## src/rtl/lsu_mem_ctrl_pkg.sv

```systemverilog
// Shared encodings and helpers for the LSU memory controller.
// Length, bus size and FSM state definitions.
package lsu_mem_ctrl_pkg;

  localparam logic [1:0] LEN_BYTE = 2'b00;
  localparam logic [1:0] LEN_HALF = 2'b01;
  localparam logic [1:0] LEN_WORD = 2'b11;

  localparam logic [1:0] SIZE_BYTE = 2'd0;
  localparam logic [1:0] SIZE_HALF = 2'd1;
  localparam logic [1:0] SIZE_WORD = 2'd2;

  typedef enum logic [1:0] {
    IDLE,
    ADDR,
    DATA,
    RESP
  } state_t;

  typedef struct packed {
    logic       wr;
    logic [1:0] len;
    logic       sign;
    logic       ale;
  } lsu_req_t;

  // The reserved 10 encoding behaves as a word.
  function automatic logic [1:0] norm_len(
    input logic [1:0] len
  );
    return (len == 2'b10) ? LEN_WORD : len;
  endfunction

  function automatic logic [1:0] len2size(
    input logic [1:0] len
  );
    logic [1:0] s;
    s = SIZE_WORD;
    unique case (1'b1)
      (len == LEN_BYTE): s = SIZE_BYTE;
      (len == LEN_HALF): s = SIZE_HALF;
      default:           s = SIZE_WORD;
    endcase
    return s;
  endfunction

  function automatic logic [3:0] strb(
    input logic [1:0] len,
    input logic [1:0] a
  );
    logic [3:0] s;
    s = 4'b1111;
    unique case (1'b1)
      (len == LEN_BYTE): s = 4'b0001 << a;
      (len == LEN_HALF): s = 4'b0011 << {a[1], 1'b0};
      default:           s = 4'b1111;
    endcase
    return s;
  endfunction

  function automatic logic [31:0] repl(
    input logic [1:0]  len,
    input logic [31:0] d
  );
    logic [31:0] r;
    r = d;
    unique case (1'b1)
      (len == LEN_BYTE): r = {4{d[7:0]}};
      (len == LEN_HALF): r = {2{d[15:0]}};
      default:           r = d;
    endcase
    return r;
  endfunction

endpackage

```

## src/rtl/lsu_mem_ctrl_load_ext.sv

```systemverilog
// Load lane selection and sign/zero extension.
// Purely combinational; the caller registers the result.
module lsu_load_ext
  import lsu_mem_ctrl_pkg::*;
(
  input  logic [31:0] rdata,
  input  logic [1:0]  addr_lo,
  input  logic [1:0]  len,
  input  logic        sign,
  output logic [31:0] data
);

  logic [7:0]  lane_b;
  logic [15:0] lane_h;
  logic        ext;

  always_comb begin
    lane_b = 8'h00;
    unique case (addr_lo)
      2'd0: lane_b = rdata[7:0];
      2'd1: lane_b = rdata[15:8];
      2'd2: lane_b = rdata[23:16];
      2'd3: lane_b = rdata[31:24];
      default: lane_b = 8'h00;
    endcase
  end

  assign lane_h = addr_lo[1] ? rdata[31:16]
                             : rdata[15:0];

  always_comb begin
    data = rdata;
    ext  = 1'b0;
    unique case (1'b1)
      (len == LEN_BYTE): begin
        ext  = lane_b[7] & sign;
        data = {{24{ext}}, lane_b};
      end
      (len == LEN_HALF): begin
        ext  = lane_h[15] & sign;
        data = {{16{ext}}, lane_h};
      end
      default: data = rdata;
    endcase
  end

endmodule

```

## src/rtl/lsu_mem_ctrl.sv

```systemverilog
// LSU to data-SRAM bus controller, one transaction outstanding.
// Define LSU_ALIGN_CHECK_EN to trap misaligned half/word accesses.
module lsu_mem_ctrl
  import lsu_mem_ctrl_pkg::*;
#(
  parameter int ADDR_W = 32
) (
  input  logic              clk,
  input  logic              resetn,
  input  logic              req_valid,
  output logic              req_ready,
  input  logic              req_wr,
  input  logic [1:0]        req_len,
  input  logic              req_sign,
  input  logic [ADDR_W-1:0] req_addr,
  input  logic [31:0]       req_wdata,
  output logic              resp_valid,
  input  logic              resp_ready,
  output logic [31:0]       resp_rdata,
  output logic              resp_ale,
  output logic              data_sram_req,
  output logic              data_sram_wr,
  output logic [1:0]        data_sram_size,
  output logic [3:0]        data_sram_wstrb,
  output logic [ADDR_W-1:0] data_sram_addr,
  output logic [31:0]       data_sram_wdata,
  input  logic              data_sram_addr_ok,
  input  logic              data_sram_data_ok,
  input  logic [31:0]       data_sram_rdata
);

  state_t      state_q, state_d;
  lsu_req_t    rq_q;
  logic [1:0]  len_n;
  logic        fire;
  logic        mis;
  logic        sreq_q;
  logic [31:0] rdata_q;
  logic [31:0] ext_data;

  assign len_n = norm_len(req_len);
  assign fire  = req_valid & req_ready;

`ifdef LSU_ALIGN_CHECK_EN
  assign mis = ((len_n == LEN_HALF) & req_addr[0]) |
               ((len_n == LEN_WORD) & (req_addr[1:0] != 2'b00));
`else
  assign mis = 1'b0;
`endif

  always_ff @(posedge clk or negedge resetn) begin
    if (!resetn) state_q <= IDLE;
    else         state_q <= state_d;
  end

  // Misaligned requests spend one ADDR cycle with the bus left idle.
  always_comb begin
    state_d = state_q;
    unique case (state_q)
      IDLE: if (fire) state_d = ADDR;
      ADDR: begin
        if (rq_q.ale)               state_d = RESP;
        else if (data_sram_addr_ok) state_d = DATA;
      end
      DATA: if (data_sram_data_ok) state_d = RESP;
      RESP: if (resp_ready)        state_d = IDLE;
      default: state_d = IDLE;
    endcase
  end

  always_comb begin
    req_ready  = (state_q == IDLE);
    resp_valid = (state_q == RESP);
  end

  always_ff @(posedge clk or negedge resetn) begin
    if (!resetn) begin
      rq_q            <= '0;
      sreq_q          <= 1'b0;
      data_sram_wr    <= 1'b0;
      data_sram_size  <= 2'd0;
      data_sram_wstrb <= 4'd0;
      data_sram_addr  <= '0;
      data_sram_wdata <= 32'd0;
      rdata_q         <= 32'd0;
    end else if (fire) begin
      rq_q.wr         <= req_wr;
      rq_q.len        <= len_n;
      rq_q.sign       <= req_sign;
      rq_q.ale        <= mis;
      sreq_q          <= ~mis;
      data_sram_wr    <= req_wr;
      data_sram_size  <= len2size(len_n);
      data_sram_wstrb <= req_wr ? strb(len_n, req_addr[1:0])
                                : 4'd0;
      data_sram_addr  <= req_addr;
      data_sram_wdata <= repl(len_n, req_wdata);
      rdata_q         <= 32'd0;
    end else begin
      if (state_q == ADDR && data_sram_addr_ok)
        sreq_q <= 1'b0;
      if (state_q == DATA && data_sram_data_ok && !rq_q.wr)
        rdata_q <= ext_data;
    end
  end

  lsu_load_ext u_load_ext (
    .rdata   (data_sram_rdata),
    .addr_lo (data_sram_addr[1:0]),
    .len     (rq_q.len),
    .sign    (rq_q.sign),
    .data    (ext_data)
  );

  assign data_sram_req = sreq_q;
  assign resp_rdata    = rdata_q;

`ifdef LSU_ALIGN_CHECK_EN
  assign resp_ale = rq_q.ale & resp_valid;
`else
  assign resp_ale = 1'b0;
`endif

endmodule

```

## config.mk

```make
export PLATFORM = sky130hd
export DESIGN_NAME = lsu_mem_ctrl
export DESIGN_NICKNAME = d
export VERILOG_FILES = /design/src/rtl/lsu_mem_ctrl_pkg.sv /design/src/rtl/lsu_mem_ctrl_load_ext.sv /design/src/rtl/lsu_mem_ctrl.sv
export SDC_FILE = /design/constraint.sdc
export NUM_CORES = 1
export LEC_CHECK = 0
export CORE_ASPECT_RATIO = 0.9
export CORE_MARGIN = 5
export CORE_UTILIZATION = 40
export DETAILED_ROUTE_END_ITERATION = 12
export HOLD_SLACK_MARGIN = 0.15
export PLACE_DENSITY = 0.84
export REMOVE_ABC_BUFFERS = 1
export SLEW_MARGIN = 20
export SYNTH_ARGS = -nofsm -noshare
export SYNTH_HDL_FRONTEND = slang
export SYNTH_SLANG_ARGS = --single-unit
export TNS_END_PERCENT = 1
```

## constraint.sdc

```tcl
create_clock -name clk -period 3.4 [get_ports clk]
set_input_delay 0.68 -clock clk [delete_from_list [all_inputs] [get_ports clk]]
set_output_delay 0.68 -clock clk [all_outputs]
set_load 0.05 [all_outputs]
```

== After elaboration in Yosys (flattened, before gate mapping) ==
Index checks and enable logic that the tools add are counted.
W data, S select, Z words.
Word-level totals
  bits in registers: 109
  input bits: 106
  output and inout port bits: 107
  logic and storage cells: 56
Cells by class
  eq/ne operators: 13
  shift operators: 2
  multiplexer cells: 17
  bitwise logic cells: 3
  reduce and logical (&&, ||, !) cells: 11
Operator list (number)
  $pmux W32 S2: 2
  $mux W32: 2
  $pmux W8 S4: 1
  $mux W16: 1
  $eq A2 B2 Y1 const B: 5
  $mux W2: 5
  $eq A2 B1 Y1 const B: 4
  $logic_not A2 Y1: 4
  $pmux W2 S4: 1
  $pmux W4 S2: 1
  $mux W4: 1
  $ne A2 B1 Y1 const B: 2
  $ne A2 B2 Y1 const B: 2
  $pmux W2 S2: 1
  $reduce_and A4 Y1: 1
  $reduce_bool A2 Y1: 2
  $shl A1 B2 Y4 const A: 1
  $shl A2 B2 Y4 const A: 1
  $and A1 B1 Y1: 3
  $logic_and A1 B1 Y1: 3
  $mux W1: 2
  $logic_not A1 Y1: 1

== Depth between registers and ports, before layout ==
  word-level depth: 6
  gate-level depth with buffers: 8
  gate-level depth less buffers: 6

== By module ==
From an unflattened synthesis, not the netlist that was laid out.
Unflattened totals
  cell total of the unflattened synthesis: 556
  area, all modules: 5519.0 sq um
Modules (own cells, without submodules)
  lsu_mem_ctrl: times used 1, cells an instance 423, area an instance 4495.6 sq um, seq. area each 2727.6 sq um
  lsu_load_ext: times used 1, cells an instance 133, area an instance 1023.5 sq um, seq. area each 0.0 sq um

== Worst setup path after synthesis ==
Ideal clock, no wire load.
  kind: reg-to-reg
  from: reg state_q[0]
  to: reg rdata_q[21], in the netlist resp_rdata[21]
  library setup time: 0.126 ns
  arrival time: 2.003 ns
  required time: 3.274 ns
  slack: 1.272 ns
  cell stages (with the launch flop): 8
  buffers on the path: 2
  clock period less this slack: 2.128 ns
  path through: dfrtp_1 -> inv_1 -> ha_1 -> nand2_2 -> and3_1 -> clkbuf_1 -> buf_2 -> a221o_1
Between the ends
  elaborated cells between the ends (all ways): 7
  classes of those cells: 1 x eq/ne; 1 x mux; 1 x bitwise; 4 x reduce/logical
RTL lines
  from (decl): line lsu_mem_ctrl.sv:32  | state_t state_q, state_d;
  from (signal assigned): line lsu_mem_ctrl.sv:53  | else state_q <= state_d;
  $logic_not A2 Y1 *: line lsu_mem_ctrl.sv:72  | req_ready = (state_q == IDLE);
  net req_ready: line lsu_mem_ctrl.sv:11  | output logic req_ready,
  $and A1 B1 Y1 *: line lsu_mem_ctrl.sv:42  | assign fire = req_valid & req_ready;
  $mux W32 / $reduce_bool A2 Y1 (equally long branches)
  to (signal assigned): line lsu_mem_ctrl.sv:103  | rdata_q <= ext_data;
  to (decl): line lsu_mem_ctrl.sv:38  | logic [31:0] rdata_q;
Mark *: on every way through the listed nets, which the timed path passes. The rest lies on a longest branch.
A chain may end at the register's enable or synchronous reset.

== Worst setup path in the final report ==
  from: reg state_q[0]
  to: out req_ready
Between the ends
  word-level cells in the longest chain between the ends: 1
Ends and longest elaborated chain (line)
  $logic_not A2 Y1: lsu_mem_ctrl.sv:72
  to (decl): lsu_mem_ctrl.sv:11
Every way passes these cells.

==> summary.md <==
| Metric | Value |
|---|---|
| Status | `finished clean` |
| Area Growth Syn to Fin | `49.8%` |
| Remaining antenna violation count after routing | `0` |
| CP top delay family | `buffers and inverters` |
| Worst-Skew Late Latency | `0.35 ns` |
| Yosys top cell area share | `54.1%` |
| Die area | `0.0150 mm^2` |
| Wire length per cell | `17.8 um` |
| Clk Tree Root Cell | `clkbuf_16` |
| DP HPWL | `10500 um` |
| # placed instances | `787` |
| H-tree levels | `3` |
| Chip Height | `117 um` |
| CTS buffer count | `9` |
| HP Class | `input port to async pin` |
| CP cell instances | `inv_1, ha_1, clkdlybuf4s50_1` |
| First drt pass iteration count | `6` |
| Setup slack after layout | `0.631 ns` |
| Rel. slew slack | `46.7%` |
| GRT overflow | `0` |
| Worst R2R Setup Slack | `1.12 ns` |
| Vias/cell | `5.24` |
| Clock Skew | `0.00389 ns` |
| Post-synth EDFFs | `0` |
| #FFs+latches synth | `109` |
| Io pins | `213` |
| Hold WS | `0.396 ns` |
| First-pass GRT wire length | `22600 um` |
| Final period utilization | `81.4%` |
| Power Density | `1060 mW/mm^2` |
| Netlist cell types | `42` |
| Startpoint class of the critical path | `flop` |
| Syn Inst Count | `435` |
| Post-CTS setup buffer count | `0` |
| Largest net degree at the start of global routing | `73` |
| Share of post-route cells with drive strength above 1 | `14.1%` |
| Worst path bufs/invs | `2` |
| RSZ-0062 raised after global routing | `no` |
| F_max | `361 MHz` |
| CTS resizes | `0` |
| Ys Warns | `0` |
| GRT Util Overall | `19.2%` |
| Main synth FF type | `dfrtp_1` |
| DRC errors left | `0` |
| Place WS | `0.769 ns` |
| Fillers | `1018` |
| Final wirelength | `14300 um` |
| Worst VDD drop | `605 uV` |
| Sequential area share after synthesis | `54.1%` |
| Initial Util | `40.2%` |
| Non-Filler Instances | `802` |
| Num rows | `39` |
| CTS tree | `yes` |
| Final Setup Violations | `0` |
| Via count | `4199` |
| Static leakage | `3.30 nW` |
| Final Slew Violations | `0` |
| Bufs on Longest Clock Path | `2` |
| Worst path required time | `2.72 ns` |
| Core area | `0.0125 mm^2` |
| Worst-path clk slew | `0.07 ns` |
| Final min period | `2.77 ns` |
| Worst-path fanout max | `6` |
| Post-Syn Area | `0.00505 mm^2` |
| Synth Area per Inst | `11.6 um^2` |
| Largest area contributor in the netlist | `dfrtp_1` |
| Die Width | `128 um` |
| CTS Hold Bufs | `0` |
| # clock sinks | `109` |
| Final hold vios | `0` |
| Critical Path Slowest Stage Cell | `clkdlybuf4s50_1` |
| Antenna diodes | `0` |
| Post-synthesis async set-or-reset flop share | `100%` |
| Arr. time, crit path | `2.09 ns` |
| Initial antenna violation count | `0` |
| Worst setup EP type | `output pin` |
| GPL Wtd Cong | `0.839` |
| Vias in the first global route | `4397` |
| Type of the worst setup path | `flop to output pin` |
| Initial DRC count | `267` |
| Largest stage delay, worst path | `0.87 ns` |
| Synth top cells by count | `109 x dfrtp_1, 59 x nand2_1, 52 x mux2_2` |
| Final net count | `744` |
| Max-cap viol count | `0` |
| TNS Setup | `0 ns` |
| Main area contributors after synthesis | `dfrtp_1 54%, mux2_2 12%, mux2i_1 6.1%` |
| PortBufs | `211` |
| Slew at the pin closest to its max-slew limit | `0.800 ns` |
| Most frequent cell after synthesis | `dfrtp_1` |
-- per-stage QoR --
step                      instance area, um^2  power, mW  utilization [%]
after floorplan                          4900       5.38                -
after global placement                   7290       6.99             58.2
after detailed placement                 7290       7.09             58.2
after CTS                                7560       8.09             60.3
after global routing                     7560       8.44             60.3
final                                    7560       8.03             60.3
-- path summary, 6_finish.rpt --
check | to | depth (start not counted) | startpoint
setup / recovery | req_ready | 3 | state_q[0]
hold / removal | resp_rdata[25] | 1 | resetn
setup reg to reg | resp_rdata[0] | 6 | state_q[0]
hold reg to reg | data_sram_wdata[23] | 2 | data_sram_wdata[23]
max in group asynchronous | resp_rdata[21] | 2 | resetn
min in group clk | data_sram_wdata[23] | 2 | data_sram_wdata[23]
-- worst register-to-register path: cells and delay by family, from the launching register on --
kind / cells / cell delay (ns)
buffers and inverters: 1 / 0.08
DFF: 1 / 0.42
and+or+nand+nor: 2 / 0.96
adders and majority gates: 1 / 0.31
AOI/OAI and AO/OA: 2 / 0.43
-- layout by cell type (no fill, tap or decap), types with 4 or more instances in the layout --
cell type        count
clkdlybuf4s50_1    210
a21oi_1             11
mux2i_1             31
clkbuf_16            9
inv_1                7
nor2_1              11
mux2_2              52
a32o_1               9
nor2b_1              8
nand2b_1            16
buf_4                8
nand2_1             59
a221o_1             10
a221o_2              6
o21ai_0             39
o21ai_1              5
dfrtp_1            109
ha_1                 4
-- flip-flops by register name (all words and copies together), names as in the netlist --
name,cells
data_sram_wstrb,4
data_sram_size,2
data_sram_req,1
data_sram_wdata,32
data_sram_addr,32
rq_q,4
state_q,2
resp_rdata,32
-- power by group --
| group | switching (mW) | leakage, nW | internal [mW] |
|---|---|---|---|
| sequential | 0.398 | 1.37 | 1.88 |
| clock | 0.463 | 0.127 | 0.511 |
| combinational | 3.03 | 1.80 | 1.75 |
-- final cells by class --
type / count / area (um^2) / area share, %
flip-flops and latches: 109 / 2730 / 36.1
multi-input cells: 288 / 2150 / 28.5
clock inverters: 4 / 25.0 / 0.331
inverters: 7 / 26.3 / 0.348
clock buffers: 11 / 243 / 3.21
repair buffers: 219 / 2180 / 28.9
well taps: 164 / 205 / 2.71
-- cell families (layout without fill, tap and decap cells) --
family          after synthesis  in the layout  synth area share, %
fa+ha+maj                     4              4                0.992
simple gates                107            107                 9.99
flops                       109            109                 54.1
other cells                   1              1               0.0743
buf+inv                      38            241                 3.47
compound gates               91             91                 13.1
mux                          85             85                 18.3
-- layer usage --
metal	wire length, um	share of wire [%]	GRT usage (%)
met3	1550	11	7.86
met2	6910	48	31.3
met5	0	0	0
met1	5610	39	23.2
met4	221	1.5	6.51
Note: power is estimated with default switching activity, not from simulation.
